## config.mk

```make
export PLATFORM = sky130hd
export DESIGN_NAME = execute_stage
export DESIGN_NICKNAME = d
export VERILOG_FILES = /design/src/rtl/execute_stage.sv
export SDC_FILE = /design/constraint.sdc
export NUM_CORES = 1
export LEC_CHECK = 0
export ABC_AREA = 0
export CAP_MARGIN = 20
export CORE_ASPECT_RATIO = 0.8
export CORE_MARGIN = 5
export CORE_UTILIZATION = 50
export DETAILED_ROUTE_END_ITERATION = 6
export HOLD_SLACK_MARGIN = 0.1
export PLACE_DENSITY = 0.71
export SETUP_SLACK_MARGIN = 0.02
export SYNTH_ARGS = -nofsm -noshare
export SYNTH_HDL_FRONTEND = slang
export SYNTH_SLANG_ARGS = --single-unit
```

## constraint.sdc

```tcl
create_clock -name clk -period 4.9 [get_ports clk]
set_input_delay 0.735 -clock clk [delete_from_list [all_inputs] [get_ports clk]]
set_output_delay 0.735 -clock clk [all_outputs]
set_load 0.02 [all_outputs]
```

## src/rtl/execute_stage.sv

```systemverilog
// execute_stage: ALU execute stage feeding the EX/MEM register.
// Optional multiply (radix-2 shift-add, multi-cycle) is built when the
// EXEC_MUL_EN macro is defined. Otherwise MUL behaves as a reserved opcode.
//
// state    | meaning
// ---------+-----------------------------------------------------------
// IDLE     | accepting one instruction per cycle (unless flushing)
// MUL_BUSY | shift-add multiply iterating, decoder stalled
// HALTED   | halt has retired; only reset leaves this state
module execute_stage #(
   parameter int XLEN       = 32,
   parameter int MUL_CYCLES = 32
) (
   input  logic            clk,
   input  logic            rst_n,
   input  logic            flush,
   input  logic            in_valid,
   output logic            in_ready,
   input  logic [3:0]      alu_op,
   input  logic [XLEN-1:0] in_op1,
   input  logic [XLEN-1:0] in_op2,
   input  logic            in_reg_we,
   input  logic            in_is_load,
   input  logic            in_is_store,
   input  logic            in_is_halt,
   input  logic [4:0]      in_dstreg_num,
   output logic            out_valid,
   output logic            reg_we,
   output logic            is_load,
   output logic            is_store,
   output logic            is_halt,
   output logic [4:0]      dstreg_num,
   output logic [XLEN-1:0] op1,
   output logic [XLEN-1:0] op2,
   output logic [XLEN-1:0] alu_result,
   output logic            busy,
   output logic            halted
);

   typedef enum logic [1:0] {IDLE, MUL_BUSY, HALTED} state_t;

   localparam logic [3:0] OP_MUL = 4'd11;

   state_t          state, next_state;
   logic            accept;
   logic            load_ex;
   logic [4:0]      shamt;
   logic [XLEN-1:0] alu_value;

`ifdef EXEC_MUL_EN
   localparam int CW = $clog2(MUL_CYCLES);

   logic [XLEN-1:0] mul_mcand, mul_mplier, mul_acc, mul_sum;
   logic [XLEN-1:0] pend_op1, pend_op2;
   logic [CW-1:0]   mul_cnt;
   logic [4:0]      pend_dst;
   logic            pend_we, pend_ld, pend_st, pend_hl;
   logic            mul_start, mul_step, mul_done;

   // partial product accumulated on each iteration (low XLEN bits only)
   assign mul_sum = mul_acc + (mul_mplier[0] ? mul_mcand : '0);
`endif

   assign accept = in_valid & in_ready;

   // single-cycle ALU on the presented operands
   always_comb begin
      alu_value = '0;
      shamt     = in_op2[4:0];
      case (alu_op)
         4'd0:  alu_value = in_op1 + in_op2;
         4'd1:  alu_value = in_op1 - in_op2;
         4'd2:  alu_value = in_op1 & in_op2;
         4'd3:  alu_value = in_op1 | in_op2;
         4'd4:  alu_value = in_op1 ^ in_op2;
         4'd5:  alu_value = in_op1 << shamt;
         4'd6:  alu_value = in_op1 >> shamt;
         4'd7:  alu_value = XLEN'($signed(in_op1) >>> shamt);
         4'd8:  alu_value = {{(XLEN-1){1'b0}}, $signed(in_op1) < $signed(in_op2)};
         4'd9:  alu_value = {{(XLEN-1){1'b0}}, in_op1 < in_op2};
         4'd10: alu_value = in_op2;
         default: alu_value = '0;
      endcase
   end

   // state register
   always_ff @(posedge clk or negedge rst_n) begin
      if (!rst_n) state <= IDLE;
      else        state <= next_state;
   end

   // next-state and handshake decode
   always_comb begin
      next_state = state;
      in_ready   = 1'b0;
      busy       = 1'b0;
      halted     = 1'b0;
      load_ex    = 1'b0;
`ifdef EXEC_MUL_EN
      mul_start  = 1'b0;
      mul_step   = 1'b0;
      mul_done   = 1'b0;
`endif
      case (state)
         IDLE: begin
            in_ready = ~flush;
            if (accept) begin
`ifdef EXEC_MUL_EN
               if (alu_op == OP_MUL) begin
                  mul_start  = 1'b1;
                  next_state = MUL_BUSY;
               end else begin
                  load_ex = 1'b1;
                  if (in_is_halt) next_state = HALTED;
               end
`else
               load_ex = 1'b1;
               if (in_is_halt) next_state = HALTED;
`endif
            end
         end
`ifdef EXEC_MUL_EN
         MUL_BUSY: begin
            busy = 1'b1;
            if (flush) begin
               next_state = IDLE;
            end else begin
               mul_step = 1'b1;
               if (mul_cnt == '0) begin
                  mul_done   = 1'b1;
                  next_state = pend_hl ? HALTED : IDLE;
               end
            end
         end
`endif
         HALTED: halted = 1'b1;
         default: next_state = IDLE;
      endcase
   end

   // EX/MEM register and multiplier datapath
   always_ff @(posedge clk or negedge rst_n) begin
      if (!rst_n) begin
         out_valid  <= 1'b0;
         reg_we     <= 1'b0;
         is_load    <= 1'b0;
         is_store   <= 1'b0;
         is_halt    <= 1'b0;
         dstreg_num <= '0;
         op1        <= '0;
         op2        <= '0;
         alu_result <= '0;
`ifdef EXEC_MUL_EN
         mul_mcand  <= '0;
         mul_mplier <= '0;
         mul_acc    <= '0;
         mul_cnt    <= '0;
         pend_op1   <= '0;
         pend_op2   <= '0;
         pend_dst   <= '0;
         pend_we    <= 1'b0;
         pend_ld    <= 1'b0;
         pend_st    <= 1'b0;
         pend_hl    <= 1'b0;
`endif
      end else begin
         // control is a per-cycle pulse; data fields hold between loads
         out_valid <= 1'b0;
         reg_we    <= 1'b0;
         is_load   <= 1'b0;
         is_store  <= 1'b0;
         is_halt   <= 1'b0;
         if (load_ex) begin
            out_valid  <= 1'b1;
            reg_we     <= in_reg_we;
            is_load    <= in_is_load;
            is_store   <= in_is_store;
            is_halt    <= in_is_halt;
            dstreg_num <= in_dstreg_num;
            op1        <= in_op1;
            op2        <= in_op2;
            alu_result <= alu_value;
         end
`ifdef EXEC_MUL_EN
         if (mul_start) begin
            mul_mcand  <= in_op1;
            mul_mplier <= in_op2;
            mul_acc    <= '0;
            mul_cnt    <= CW'(MUL_CYCLES - 1);
            pend_op1   <= in_op1;
            pend_op2   <= in_op2;
            pend_dst   <= in_dstreg_num;
            pend_we    <= in_reg_we;
            pend_ld    <= in_is_load;
            pend_st    <= in_is_store;
            pend_hl    <= in_is_halt;
         end
         if (mul_step) begin
            mul_mcand  <= mul_mcand << 1;
            mul_mplier <= mul_mplier >> 1;
            mul_acc    <= mul_sum;
            mul_cnt    <= mul_cnt - 1'b1;
         end
         if (mul_done) begin
            out_valid  <= 1'b1;
            reg_we     <= pend_we;
            is_load    <= pend_ld;
            is_store   <= pend_st;
            is_halt    <= pend_hl;
            dstreg_num <= pend_dst;
            op1        <= pend_op1;
            op2        <= pend_op2;
            alu_result <= mul_sum;
         end
`endif
      end
   end

endmodule

```

* Yosys cells after proc, flatten, opt, wreduce, memory -nomap -nowiden
Cells that the tools add are included.
Storage, ports and cells: register bits after elaboration 108, input port bits 81, output and inout port bits 109, logic and storage cells 52
Operators by class: add/subtract/negate cells 2, $lt $le $gt $ge 2, equality and inequality tests 13, shift-type cells 3, mux-type cells 13, bitwise logic cells 6, reductions and logical operators 3
Operators by type and width (count):
- 32-bit one-hot mux with 11 select lines | 1
- 32-bit less-than comparator | 2
- 32-bit adder | 1
- 32-bit bitwise AND | 1
- 32-bit bitwise OR | 1
- 32-bit by 5-bit left shift with 32-bit output | 1
- 32-bit by 5-bit right shift with 32-bit output | 1
- 32-bit by 5-bit >>> shifter with 32-bit output | 1
- 32-bit subtractor | 1
- 32-bit XOR | 1
- 4-bit by 3-bit equality test with 1-bit output (second input constant) | 4
- 4-bit equality test (second input constant) | 3
- 1-bit two-way mux | 9
- 4-bit by 2-bit equality test with 1-bit output (second input constant) | 2
- 4-bit by 1-bit equality test with 1-bit output (second input constant) | 1
- 4-bit zero test | 1
- 2-bit two-way mux | 2
- 2-bit inequality test (second input constant) | 2
- 2-bit one-hot mux with 2 select lines | 1
- 3-bit AND reduction | 1
- 2-bit equality test (second input constant) | 1
- 2-bit zero test | 1
- 1-bit inverter | 2
- 1-bit bitwise AND | 1

* Longest topological paths before layout
Gate-level depths: netlist (run 1).
depth after elaboration 6, mapped depth 16, depth with buffers taken out 12

* Worst setup path after synthesis (run 1)
No wires, ideal clock.
kind in2reg, start input in_op2[2], end register alu_result[31], library setup time 129 ps, arrival 4392 ps, data required time 4771 ps, slack 379 ps, stages 15, buffers on the path 5, cells stage by stage clkbuf_1 inv_1 buf_2 buf_1 buf_1 ha_1 buf_2 or4_1 a21oi_1 o31ai_1 a41oi_2 a311oi_1 o31ai_1 mux2i_1 o41a_1
On the way: longest elaborated chain between the ends 2, elaborated cells between the ends (all ways) 6, classes of those cells add/sub (2); shift (3); mux (1)
Ends and longest elaborated chain:
- start: declaration | line 21 | input logic [XLEN-1:0] in_op2,
- 32-bit subtractor, or another cell as far along | line 72 | 4'd1: alu_value = in_op1 - in_op2;
- 32-bit one-hot mux with 11 select lines (*) | line 70 | case (alu_op)
- end signal: assignment | line 182 | alu_result <= alu_value;
- end: declaration | line 35 | output logic [XLEN-1:0] alu_result,
Every way passes the cells marked *; elsewhere a longest branch is shown, timed or not. A chain may end at the register's enable or synchronous reset.

* Final worst setup path (run 1)
start input in_op1[0], end register alu_result[30]
On the way: longest elaborated chain between the ends 2, elaborated cells between the ends (all ways) 6, classes of those cells add/sub (2); shift (3); mux (1)
Ends and longest elaborated chain:
- start: declaration | line 20 | input logic [XLEN-1:0] in_op1,
- 32-bit subtractor, or another cell as far along | line 72
- 32-bit one-hot mux with 11 select lines (*) | line 70
Marked as above.

==> results of run 1 <==
==> layer usage <==
layer / routed length [um] / track usage (%) / vias up
met5: 61 / 0 / -
met4: 2570 / 14.1 / 6
met3: 11200 / 19.2 / 212
met2: 24000 / 55.8 / 1334
met1: 24100 / 58.2 / 7234
li1: - / - / 6479
==> cells by family after synthesis <==
logic type               synth area share, %
AO/OA/AOI/OAI                           29.7
AND/OR/NAND/NOR                         17.9
buffers and inverters                   7.03
flip-flops                              20.8
multiplexers                            13.9
adder cells (fa/ha/maj)                 10.1
XOR/XNOR                               0.477
other                                 0.0292
==> critical path, cell delays in order <==
cell and delay [ps]:
clkdlybuf4s50_1 610, ha_1 280, inv_1 80, fa_1 390
nand2b_1 220, a21oi_2 320, a211oi_2 160, o41ai_4 390
a21oi_2 190, o41a_1 450, o311a_1 390, o211a_1 220
a311oi_2 230
==> sequential cells by signal, indices dropped and copies added (netlist names) <==
| register | flops |
|---|---|
| alu_result | 32 |
| reg_we | 1 |
| is_load | 1 |
| op1 | 32 |
| state | 1 |
| dstreg_num | 5 |
| is_halt | 1 |
| is_store | 1 |
| op2 | 32 |
| out_valid | 1 |
==> cell usage after synthesis, drive strengths merged (12+ instances only) <==
library cell  instances
buf                  36
o21bai               15
mux4                 58
a22oi                26
a21oi               137
a221oi               18
inv                 103
nand2               217
clkbuf               86
nor3                 32
o21ai               159
a21o                 14
dfrtp               107
a31oi                15
ha                  101
mux2i                39
o211ai               15
o22ai                14
nor2                158
o2111ai              16
a211oi               24
a221o                12
nand3                29
==> cell type report <==
type	count	area, sq um
flip-flops and latches	107	2680
clock buffers	9	225
clock inverters	7	103
inverters	106	398
well taps	324	405
fillers	2237	9460
repair buffers	297	2750
multi-input cells	1315	9290
==> path summary, 6_finish.rpt <==
check | startpoint | endpoint | slack, ps | cells after the start
worst min register to register | op1[18] | op1[18] | 480 | 2
worst max register to register | state[1] | alu_result[22] | 2040 | 8
max in group asynchronous | rst_n | alu_result[18] | 3460 | 3
worst min-delay path | rst_n | op2[8] | 310 | 1
worst max-delay path | in_op1[0] | alu_result[30] | 530 | 13
min in group clk | op1[18] | op1[18] | 480 | 2
==> where the power goes <==
part	internal [mW]	total, mW	switching (mW)
combinational	0.920	2.25	1.33
clock	0.418	0.846	0.428
sequential	1.10	1.22	0.122
total	2.43	4.32	1.88
==> placed cells by master (no fill, tap or decap), types with 18 or more instances in the layout <==
cell             count
o21ai_0            158
nor3_1              31
nand3_1             28
a211oi_1            23
a221oi_1            18
clkdlybuf4s50_1    183
buf_4              106
nor2_1             157
dfrtp_1            107
inv_1              101
a22oi_1             26
mux2i_1             39
nand2_1            216
mux4_2              58
a21oi_1            135
ha_1               101
==> metrics by stage <==
stage                     hold slack [ps]  std cells  setup WS, ps  instance area [sq um]
after floorplan                       439       1650           379                  12900
after global placement                459       2148           382                  15500
after detailed placement              462       2148           245                  15500
after CTS                             482       2164           639                  15800
after global routing                  336       2165           433                  15900
final                                 306       2165           534                  15900
==> results.cfg, run 1 <==
[clocking]
clockRootBuffer = clkbuf_16
numCtsBuffers = 9
clkSinkCount = 107
cts_resized = 0
cts_max_path_buffers = 2
cts_tree = built
clkLatencyLatePin_ps = 390
clk_pin_slew_ps = 100
cts_hold_buffers = 0
post_cts_buffers = 0
htree_levels = 3

[logic_synthesis]
async_flop_share_pct = 100
ys_ff_latch = 107
ys_warn_count = 0
ys_types = 85
synth_edf_count = 0
synth_top_area_share_pct = 20.8
synthCells = 1650
synthTopCellsByArea = dfrtp_1 21%, mux4_2 10%, ha_1 9.8%, nand2_1 6.3%, o21ai_0 6.1%
synth_ff_type = dfrtp_1
avgSynthCellArea_sq_um = 7.79
synth_top_area_cell = dfrtp_1
synth_fp_nets = 1834
seq_area_frac_synth_pct = 20.8
syn_area_sq_um = 12900

[final_layout]
fin_nets = 2020
n_antenna_cell = 0
syn2layout_area_growth_pct = 23.3
fin_util_pct = 62.6
drive_above_1_share_pct = 12.3

[grt]
grt_max_degree = 76
grt_pass1_wl_mm = 92.1
first_global_vias = 14500
grt.overflow.total = 0
grt_use_total_pct = 41.4
antenna_found_initial = 3

[die]
core_area_sq_um = 25300
die_x_um = 189
core.rowCount = 52
io_pins = 190
fp.dieH_um = 153
start_util_pct = 50.8
die-area_sq_um = 29000

[route]
via_per_inst = 7.05
drc = 0
drt_iter0_markers = 2763
detail_route.wl_per_cell_um = 28.6
vias = 15300
ant_nets = 0
dr.pass1.iters = 6
route.final.wire_length_mm = 61.9

[sta]
hold_viol = 0
tns_ps = 0
worst_slew_pin_slew_ps = 1020
fmaxAchievable_ghz = 0.229
fin_crit_sh_pct = 89.1
slew_violations = 0
period_needed_ps = 4370
rsz0062_at_grt = no
setup-violations-final = 0
relSlewSlack_pct = 31.7
clock_skew_ps = 13.3

[placed_design]
hpwlAfterDp_mm = 47.7
io_buffers = 188
gp_congestion = 1.09

[critical_path]
cp.required_ps = 5200
worstSetupPathType = in2reg
critPathMaxFanout = 6
worst_setup_path_end_kind = flop
start_kind = input port
crit_arrival_ps = 4670

[power]
leakagePower_nw = 6.85
power_density_nw_per_um2 = 272
fin_total_pwr_mw = 4.32
ir_drop_uv = 206

[worst_hold_path]
hold_path_class = in2async

[outcome]
status = finished clean

[run]
max-cap-violations = 0
Note: power is estimated with default switching activity, not from simulation.
==> run 2: changes to the inputs <==
TNS_END_PERCENT = 10   (was not set)
==> results of run 2 <==
Same layout as run 1: the final DEF is identical, and so are final timing and power.
